<file path="config.mk">
export PLATFORM = sky130hd
export DESIGN_NAME = riscv_trap_ctrl
export DESIGN_NICKNAME = d
export VERILOG_FILES = /design/src/rtl/riscv_pkg.sv /design/src/rtl/riscv_trap_prio.sv /design/src/rtl/riscv_trap_ctrl.sv
export SDC_FILE = /design/constraint.sdc
export NUM_CORES = 1
export LEC_CHECK = 0
export BUFFER_PORTS_ARGS = -buffer_cell sky130_fd_sc_hd__buf_2
export CAP_MARGIN = 40
export CORE_UTILIZATION = 54
export CTS_BUF_LIST = sky130_fd_sc_hd__clkbuf_2 sky130_fd_sc_hd__clkbuf_4 sky130_fd_sc_hd__clkbuf_8
export DETAILED_ROUTE_END_ITERATION = 10
export GPL_ROUTABILITY_DRIVEN = 0
export HOLD_SLACK_MARGIN = 0.03
export PLACE_DENSITY = 0.87
export SYNTH_ARGS = -nofsm -noshare
export SYNTH_HDL_FRONTEND = slang
export SYNTH_SLANG_ARGS = --single-unit
</file>
<file path="constraint.sdc">
create_clock -name i_riscv_clk -period 10.3 [get_ports i_riscv_clk]
set_input_delay 0.515 -clock i_riscv_clk [delete_from_list [all_inputs] [get_ports i_riscv_clk]]
set_output_delay 0.515 -clock i_riscv_clk [all_outputs]
set_load 0.05 [all_outputs]
</file>
<file path="src/rtl/riscv_pkg.sv">
// Shared definitions for the machine-mode trap controller: CSR addresses,
// cause codes, controller states and the priority-encoder result type.
package riscv_pkg;

  localparam int XLEN = 64;

  localparam logic [11:0] CSR_MSTATUS = 12'h300;
  localparam logic [11:0] CSR_MIE     = 12'h304;
  localparam logic [11:0] CSR_MTVEC   = 12'h305;
  localparam logic [11:0] CSR_MEPC    = 12'h341;
  localparam logic [11:0] CSR_MCAUSE  = 12'h342;
  localparam logic [11:0] CSR_MTVAL   = 12'h343;
  localparam logic [11:0] CSR_MIP     = 12'h344;

  localparam logic [5:0] CAUSE_INST_MISALIGN = 6'd0;
  localparam logic [5:0] CAUSE_ILLEGAL       = 6'd2;
  localparam logic [5:0] CAUSE_BREAKPOINT    = 6'd3;
  localparam logic [5:0] CAUSE_LD_MISALIGN   = 6'd4;
  localparam logic [5:0] CAUSE_ST_MISALIGN   = 6'd6;
  localparam logic [5:0] CAUSE_ECALL_M       = 6'd11;

  localparam logic [5:0] CAUSE_MSI = 6'd3;
  localparam logic [5:0] CAUSE_MTI = 6'd7;
  localparam logic [5:0] CAUSE_MEI = 6'd11;

  typedef enum logic {
    ST_RUN   = 1'b0,
    ST_FLUSH = 1'b1
  } trap_state_e;

  typedef struct packed {
    logic       valid;
    logic       intr;
    logic [5:0] cause;
  } trap_sel_t;

  // Only address/instruction faults report a value in mtval.
  function automatic logic tval_kept(input trap_sel_t sel);
    return !sel.intr && (sel.cause == CAUSE_INST_MISALIGN || sel.cause == CAUSE_ILLEGAL ||
                         sel.cause == CAUSE_ST_MISALIGN   || sel.cause == CAUSE_LD_MISALIGN);
  endfunction

endpackage

</file>
<file path="src/rtl/riscv_trap_prio.sv">
// Combinational trap priority encoder: enabled interrupts first, then
// synchronous exceptions in architectural priority order.
module riscv_trap_prio
  import riscv_pkg::*;
(
  input  logic      instmisalign,
  input  logic      illegal,
  input  logic      ebreak,
  input  logic      ecall,
  input  logic      stmisalign,
  input  logic      ldmisalign,
  input  logic      mei_en,
  input  logic      msi_en,
  input  logic      mti_en,
  output trap_sel_t sel
);

  always_comb begin
    sel = '0;
    if (mei_en)            sel = '{valid: 1'b1, intr: 1'b1, cause: CAUSE_MEI};
    else if (msi_en)       sel = '{valid: 1'b1, intr: 1'b1, cause: CAUSE_MSI};
    else if (mti_en)       sel = '{valid: 1'b1, intr: 1'b1, cause: CAUSE_MTI};
    else if (instmisalign) sel = '{valid: 1'b1, intr: 1'b0, cause: CAUSE_INST_MISALIGN};
    else if (illegal)      sel = '{valid: 1'b1, intr: 1'b0, cause: CAUSE_ILLEGAL};
    else if (ebreak)       sel = '{valid: 1'b1, intr: 1'b0, cause: CAUSE_BREAKPOINT};
    else if (ecall)        sel = '{valid: 1'b1, intr: 1'b0, cause: CAUSE_ECALL_M};
    else if (stmisalign)   sel = '{valid: 1'b1, intr: 1'b0, cause: CAUSE_ST_MISALIGN};
    else if (ldmisalign)   sel = '{valid: 1'b1, intr: 1'b0, cause: CAUSE_LD_MISALIGN};
  end

endmodule

</file>
<file path="src/rtl/riscv_trap_ctrl.sv">
// Machine-mode trap controller with trap CSRs and a RUN/FLUSH sequencer.
// Define RISCV_TRAP_VECTORED_EN to enable vectored interrupt dispatch (mtvec.MODE=1).
module riscv_trap_ctrl
  import riscv_pkg::*;
(
  input  logic            i_riscv_clk,
  input  logic            i_riscv_rst,
  input  logic            i_riscv_trap_valid,
  input  logic [XLEN-1:0] i_riscv_trap_pc,
  input  logic [XLEN-1:0] i_riscv_trap_tval,
  input  logic            i_riscv_trap_instmisalign,
  input  logic            i_riscv_trap_illegal,
  input  logic            i_riscv_trap_ebreak,
  input  logic            i_riscv_trap_ecall,
  input  logic            i_riscv_trap_stmisalign,
  input  logic            i_riscv_trap_ldmisalign,
  input  logic            i_riscv_trap_mret,
  input  logic            i_riscv_trap_mei,
  input  logic            i_riscv_trap_msi,
  input  logic            i_riscv_trap_mti,
  input  logic            i_riscv_trap_csr_we,
  input  logic [11:0]     i_riscv_trap_csr_addr,
  input  logic [XLEN-1:0] i_riscv_trap_csr_wdata,
  output logic [XLEN-1:0] o_riscv_trap_csr_rdata,
  output logic            o_riscv_trap_gototrap,
  output logic            o_riscv_trap_returnfromtrap,
  output logic [XLEN-1:0] o_riscv_trap_tvec,
  output logic [XLEN-1:0] o_riscv_trap_mepc
);

  trap_state_e     state;
  logic            mstatus_mie;
  logic            mstatus_mpie;
  logic            mie_mei;
  logic            mie_msi;
  logic            mie_mti;
  logic [XLEN-1:0] mtvec_q;
  logic [XLEN-1:0] mepc_q;
  logic [XLEN-1:0] mcause_q;
  logic [XLEN-1:0] mtval_q;

  trap_sel_t       sel;
  logic            active;
  logic            csr_write;
  logic [XLEN-1:0] tvec_base;
  logic [XLEN-1:0] tvec_raw;
  logic [XLEN-1:0] mtvec_wdata;

  riscv_trap_prio u_prio (
    .instmisalign (i_riscv_trap_instmisalign),
    .illegal      (i_riscv_trap_illegal),
    .ebreak       (i_riscv_trap_ebreak),
    .ecall        (i_riscv_trap_ecall),
    .stmisalign   (i_riscv_trap_stmisalign),
    .ldmisalign   (i_riscv_trap_ldmisalign),
    .mei_en       (mstatus_mie & mie_mei & i_riscv_trap_mei),
    .msi_en       (mstatus_mie & mie_msi & i_riscv_trap_msi),
    .mti_en       (mstatus_mie & mie_mti & i_riscv_trap_mti),
    .sel          (sel)
  );

  assign active    = i_riscv_trap_valid & (state == ST_RUN) & ~i_riscv_rst;
  assign o_riscv_trap_gototrap       = active & sel.valid;
  assign o_riscv_trap_returnfromtrap = active & i_riscv_trap_mret & ~sel.valid;
  assign csr_write = i_riscv_trap_csr_we & (state == ST_RUN) & ~o_riscv_trap_gototrap;
  assign tvec_base = {mtvec_q[XLEN-1:2], 2'b00};
  assign o_riscv_trap_mepc = mepc_q;

`ifdef RISCV_TRAP_VECTORED_EN
  assign tvec_raw    = (mtvec_q[1:0] == 2'b01 && sel.intr) ?
                       tvec_base + {{(XLEN-8){1'b0}}, sel.cause, 2'b00} : tvec_base;
  assign mtvec_wdata = {i_riscv_trap_csr_wdata[XLEN-1:2], 1'b0,
                        i_riscv_trap_csr_wdata[1:0] == 2'b01};
`else
  assign tvec_raw    = tvec_base;
  assign mtvec_wdata = {i_riscv_trap_csr_wdata[XLEN-1:2], 2'b00};
`endif

  assign o_riscv_trap_tvec = i_riscv_rst ? '0 : tvec_raw;

  always_comb begin
    o_riscv_trap_csr_rdata = '0;
    case (i_riscv_trap_csr_addr)
      CSR_MSTATUS: o_riscv_trap_csr_rdata = {51'b0, 2'b11, 3'b0, mstatus_mpie, 3'b0, mstatus_mie, 3'b0};
      CSR_MIE:     o_riscv_trap_csr_rdata = {52'b0, mie_mei, 3'b0, mie_mti, 3'b0, mie_msi, 3'b0};
      CSR_MTVEC:   o_riscv_trap_csr_rdata = mtvec_q;
      CSR_MEPC:    o_riscv_trap_csr_rdata = mepc_q;
      CSR_MCAUSE:  o_riscv_trap_csr_rdata = mcause_q;
      CSR_MTVAL:   o_riscv_trap_csr_rdata = mtval_q;
      CSR_MIP:     o_riscv_trap_csr_rdata = {52'b0, i_riscv_trap_mei, 3'b0, i_riscv_trap_mti, 3'b0,
                                             i_riscv_trap_msi, 3'b0};
      default:     o_riscv_trap_csr_rdata = '0;
    endcase
  end

  // A trap overrides both the CSR port and mret; mret is applied after a CSR write.
  always_ff @(posedge i_riscv_clk or posedge i_riscv_rst) begin
    if (i_riscv_rst) begin
      state        <= ST_RUN;
      mstatus_mie  <= 1'b0;
      mstatus_mpie <= 1'b0;
      mie_mei      <= 1'b0;
      mie_msi      <= 1'b0;
      mie_mti      <= 1'b0;
      mtvec_q      <= '0;
      mepc_q       <= '0;
      mcause_q     <= '0;
      mtval_q      <= '0;
    end else begin
      case (state)
        ST_RUN:   if (o_riscv_trap_gototrap || o_riscv_trap_returnfromtrap) state <= ST_FLUSH;
        ST_FLUSH: state <= ST_RUN;
        default:  state <= ST_RUN;
      endcase
      if (o_riscv_trap_gototrap) begin
        mepc_q       <= {i_riscv_trap_pc[XLEN-1:1], 1'b0};
        mcause_q     <= {sel.intr, 57'b0, sel.cause};
        mtval_q      <= tval_kept(sel) ? i_riscv_trap_tval : '0;
        mstatus_mpie <= mstatus_mie;
        mstatus_mie  <= 1'b0;
      end else begin
        if (csr_write) begin
          case (i_riscv_trap_csr_addr)
            CSR_MSTATUS: begin
              mstatus_mie  <= i_riscv_trap_csr_wdata[3];
              mstatus_mpie <= i_riscv_trap_csr_wdata[7];
            end
            CSR_MIE: begin
              mie_msi <= i_riscv_trap_csr_wdata[3];
              mie_mti <= i_riscv_trap_csr_wdata[7];
              mie_mei <= i_riscv_trap_csr_wdata[11];
            end
            CSR_MTVEC:  mtvec_q  <= mtvec_wdata;
            CSR_MEPC:   mepc_q   <= {i_riscv_trap_csr_wdata[XLEN-1:1], 1'b0};
            CSR_MCAUSE: mcause_q <= i_riscv_trap_csr_wdata;
            CSR_MTVAL:  mtval_q  <= i_riscv_trap_csr_wdata;
            default: ;
          endcase
        end
        if (o_riscv_trap_returnfromtrap) begin
          mstatus_mie  <= mstatus_mpie;
          mstatus_mpie <= 1'b1;
        end
      end
    end
  end

endmodule
</file>
======== After elaboration in Yosys (flattened, before gate mapping) ========
Cells that the tools add are included.
word-level totals
  bits in registers ....................... 260
  bits of input ports ..................... 218
  logic and storage cells ................. 87
cells by class
  eq/ne operators ......................... 10
  mux-type cells .......................... 31
  bitwise operators ....................... 17
  reductions and logical operators ........ 19
operators by type and width
  kind                                                   count
  2-to-1 mux 64 bit                                      11
  case mux 64 bit (7 select lines)                       1
  equality test 12 x 10 -> 1 bit, second input constant  7
  2-to-1 mux 8 bit                                       9
  bitwise AND 1 bit                                      13
  equality test 6 x 3 -> 1 bit, second input constant    2
  2-to-1 mux 1 bit                                       9
  AND reduction 2 bit                                    4
  nonzero test 2 bit                                     4
  equality test 6 x 2 -> 1 bit, second input constant    1
  logical NOT 6 bit                                      1
  AND reduction 3 bit                                    2
  nonzero test 3 bit                                     2
  logical OR 1 bit                                       4
  inverter 1 bit                                         4
  case mux 1 bit (2 select lines)                        1
  logical AND 1 bit                                      1
  logical NOT 1 bit                                      1

======== Logic depth before layout (Yosys ltp) ========
  depth in word-level cells ............... 16
  mapped depth ............................ 9
  gate-level depth less buffers ........... 6

======== By module ========
Synthesis repeated with hierarchy kept, for this count alone.
unflattened totals
  cell total of the unflattened synthesis .. 1364
  area total of the unflattened synthesis .. 13250.2 um^2
by module, submodules not included
  module           times used  cells an instance  area each (um^2)
  riscv_trap_ctrl  1           1347               13137.6
  riscv_trap_prio  1           17                 112.6

======== Least setup slack after synthesis ========
No wires, ideal clock.
  kind .................................... input -> output
  start ................................... input port i_riscv_trap_csr_addr[10]
  end ..................................... output port o_riscv_trap_csr_rdata[1]
  data arrival time ....................... 2.742 ns
  required time ........................... 9.785 ns
  setup slack ............................. 7.043 ns
  cell stages on the path ................. 7
  cells stage by stage .................... and4bb_2 -> and3b_1 -> buf_2 -> nand3_1 -> clkbuf_1 -> clkbuf_1 -> o21ai_0
between the ends
  word-level cells in the longest chain between the ends .. 2
RTL lines
  item                                line                   text
  from (decl)                         riscv_trap_ctrl.sv:22  input logic [11:0] i_riscv_trap_csr_addr,
  equality test 12 x 10 -> 1 bit      riscv_trap_ctrl.sv:83  case (i_riscv_trap_csr_addr)
  case mux 64 bit (7 select lines) *  riscv_trap_ctrl.sv:83
  to (decl)                           riscv_trap_ctrl.sv:24  output logic [XLEN-1:0] o_riscv_trap_csr_rdata,
Every way passes the cells marked *; elsewhere a longest branch is shown, timed or not.

======== Worst setup path after layout ========
  start ................................... input port i_riscv_trap_csr_addr[0]
  end ..................................... output port o_riscv_trap_csr_rdata[4]
The elaborated chain is that of the path after synthesis.

==> impl_metrics.tcl <==
set metrics [dict create \
    fp.dieH_um 159 \
    antenna_found_initial 9 \
    cts_buffers 45 \
    seq_area_frac_synth_pct 48.5 \
    cp.buffers_inverters 6 \
    post_cts_buffers 0 \
    drt_iter0_markers 1434 \
    synthesis.area_mm2 0.0134 \
    clock-root-buffer "clkbuf_8" \
    finalHoldViolations 0 \
    place_inst 2058 \
    dp_hpwl_mm 29.2 \
    slew_viol_final 0 \
    dieArea_mm2 0.0254 \
    synth-xor-area-share_pct 0 \
    ys_top_cells_by_area "dfrtp_1 (48%), nand2_1 (9.1%), mux2_4 (6.7%)" \
    yosys_warnings 0 \
    htreeDepth 2 \
    fillers 1829 \
    placed_cell_area_mm2 0.0156 \
    max_freq_mhz 211 \
    relSlewSlack_pct 32.6 \
    post_cts_resize_count 0 \
    drt_first_pass_iters 6 \
    finalPower_mw 2.65 \
    setup_viol 0 \
    worstSetupEndpointType "output pin" \
    synth_compound_area_share_pct 19.6 \
    hold_buffers 0 \
    grt_pass1_vias 13300 \
    initial_core_util_pct 55.0 \
    portBuffers 407 \
    status "complete, no violations" \
    cts_sinks 259 \
    rows 57 \
    cpMostUsedCell "buf_4" \
    fin_util_pct 68.3 \
    wl_per_cell_um 21.8 \
    synth_top_family_by_area "compound AO/OA/AOI/OAI gates" \
    cts_tree "built" \
    place_ws_ns 5.65 \
    avgSynthCellArea_um2 9.39 \
    drive_above_1_share_pct 32.9 \
    synthMuxAreaShare_pct 10.3 \
    yosysTopAreaCellShare_pct 48.5 \
    grt_pass1_wl_mm 72.6 \
    instances_no_fill 2144 \
    min_period_ns 4.73 \
    grt.total_usage_pct 36.3 \
    nets 2000 \
    ir_worst_vdd_mv 0.132 \
    synth-edff-count 0 \
    synth_area_leader_cell "dfrtp_1" \
    layout_common_cells "buf_2 (407), nand2_1 (322), dfrtp_1 (259)" \
    drc 0 \
    gr-total-overflow 0 \
    final_common_cell "buf_2" \
    fin_tns_setup_ns 0 \
    wl_mm 46.8 \
    clock_skew_ns 0.0167 \
    synthCells 1424 \
    ys_ff_latch 259 \
    ff2ff_setup_slack_ns 7.18 \
    cp-start-kind "input pin" \
    fin_area_mm2 0.0166 \
    critPathSlowestCell "buf_4" \
    hold_slack_ns 0.217 \
    ys.flop_type "dfrtp_1" \
    vias 13200 \
    power_density_mw_per_mm2 160 \
    yosys.area_share.simple_pct 17.2 \
    grt_start_max_net_pins 202 \
    arrival_ns 4.22 \
    synth_fa_ha_area_share_pct 0 \
    fin_ws_ns 5.57 \
    power_leakage_nw 8.25 \
    io_pins 412 \
    slowest_delay_ns 0.69 \
    worstPathCellList "buf_2 -> buf_4 -> inv_1 -> nor3_4 -> buf_4 -> and2_2 -> buf_4 -> a22oi_1 -> o21ai_0 -> buf_2" \
    clk_latency_ns 0.53 \
    core_mm2 0.0243 \
    netlist-cell-type-count 47 \
    rsz0062_at_grt "no" \
    critPathRequiredTime_ns 9.79 \
    period_share_pct 45.9 \
    clk_path_buf_depth 3 \
    postRouteAntennaNets 0 \
    die_w_um 159 \
    crit_path_max_fanout 59 \
    clk_pin_slew_worst_paths_ns 0.06 \
    ys_async_sr_fraction_pct 100 \
    via_per_inst 6.14 \
    cp_top_family "buffers and inverters" \
    tightest_slew_ns 1.01 \
    maxCapViolations 0 \
    area_growth_pct 24.3 \
    critical_path_class "in -> out" \
    min_path_type "in -> reg" \
]
==> worst paths after layout <==
path / from / to / cells after the start
min: i_riscv_trap_tval[26] / mtval_q[26] / 3
max: i_riscv_trap_csr_addr[0] / o_riscv_trap_csr_rdata[4] / 10
max in group asynchronous: i_riscv_rst / mcause_q[54] / 6
max reg2reg: mie_mti / mtvec_q[63] / 6
min reg2reg: mcause_q[30] / mcause_q[30] / 2
min in group asynchronous: i_riscv_rst / o_riscv_trap_mepc[25] / 4
==> worst reg2reg max path, delay by kind of cell (launching register included) <==
family	cells	cell delay [ns]
compound gates	3	0.88
buf+inv	1	0.79
mux	1	0.48
simple gates	1	0.46
flops	1	0.41
==> synthesized netlist by cell type (2+ instances only) <==
cell	count
nand2_1	323
nand3b_1	2
nor2_1	101
a31oi_1	68
a22o_1	2
and2_1	2
or4_1	2
mux2_4	60
a221o_1	28
and3_1	5
inv_1	4
a2bb2oi_1	63
mux2_2	5
a22oi_1	59
nor2b_1	63
and3b_1	2
o21ai_0	105
dfrtp_1	259
nor3_1	6
buf_1	2
o31ai_1	2
a21oi_1	65
nor3_2	2
buf_2	29
nand3_1	13
mux2i_1	42
buf_6	6
buf_4	5
clkbuf_1	81
==> report_power, final <==
group          total (mW)  switching (mW)  internal [mW]
sequential           1.17          0.0665           1.10
combinational       0.464           0.319          0.145
clock                1.02           0.423          0.597
total                2.65           0.808           1.85
==> area by class of cell <==
class                           count  area [um2]  area share [%]
Clock inverter                      5        50.0           0.301
Antenna cell                        7        17.5           0.105
Sequential cell                   259        6480            39.0
Inverter                            5        26.3           0.158
Multi-Input combinational cell   1038        6360            38.3
Timing Repair Buffer              433        2340            14.1
Clock buffer                       73         936            5.63
Tap cell                          324         405            2.44
==> flip-flops by register name (all words and copies together), names as in the netlist <==
register and cells:
mtvec_q 62, mtval_q 64, mstatus_mpie 1, state 1, mstatus_mie 1, mie_mti 1
mie_msi 1, mie_mei 1, mcause_q 64, o_riscv_trap_mepc 63
==> metal layers <==
metal  global-route usage [%]  part of all wire, %  vias to the layer above
li1                         -                    -                     5741
met4                     20.1                  4.8                        2
met3                     7.14                   11                      169
met2                     59.1                   47                      970
met1                     45.6                   37                     6286
met5                        0                0.028                        -
==> logic make-up (layout without fill, tap and decap cells) <==
family	Yosys count	in the layout
mux	107	107
simple gates	532	532
flops	259	259
buf+inv	129	516
other cells	1	10
compound gates	396	396
Power figures use the tool's default switching activity.
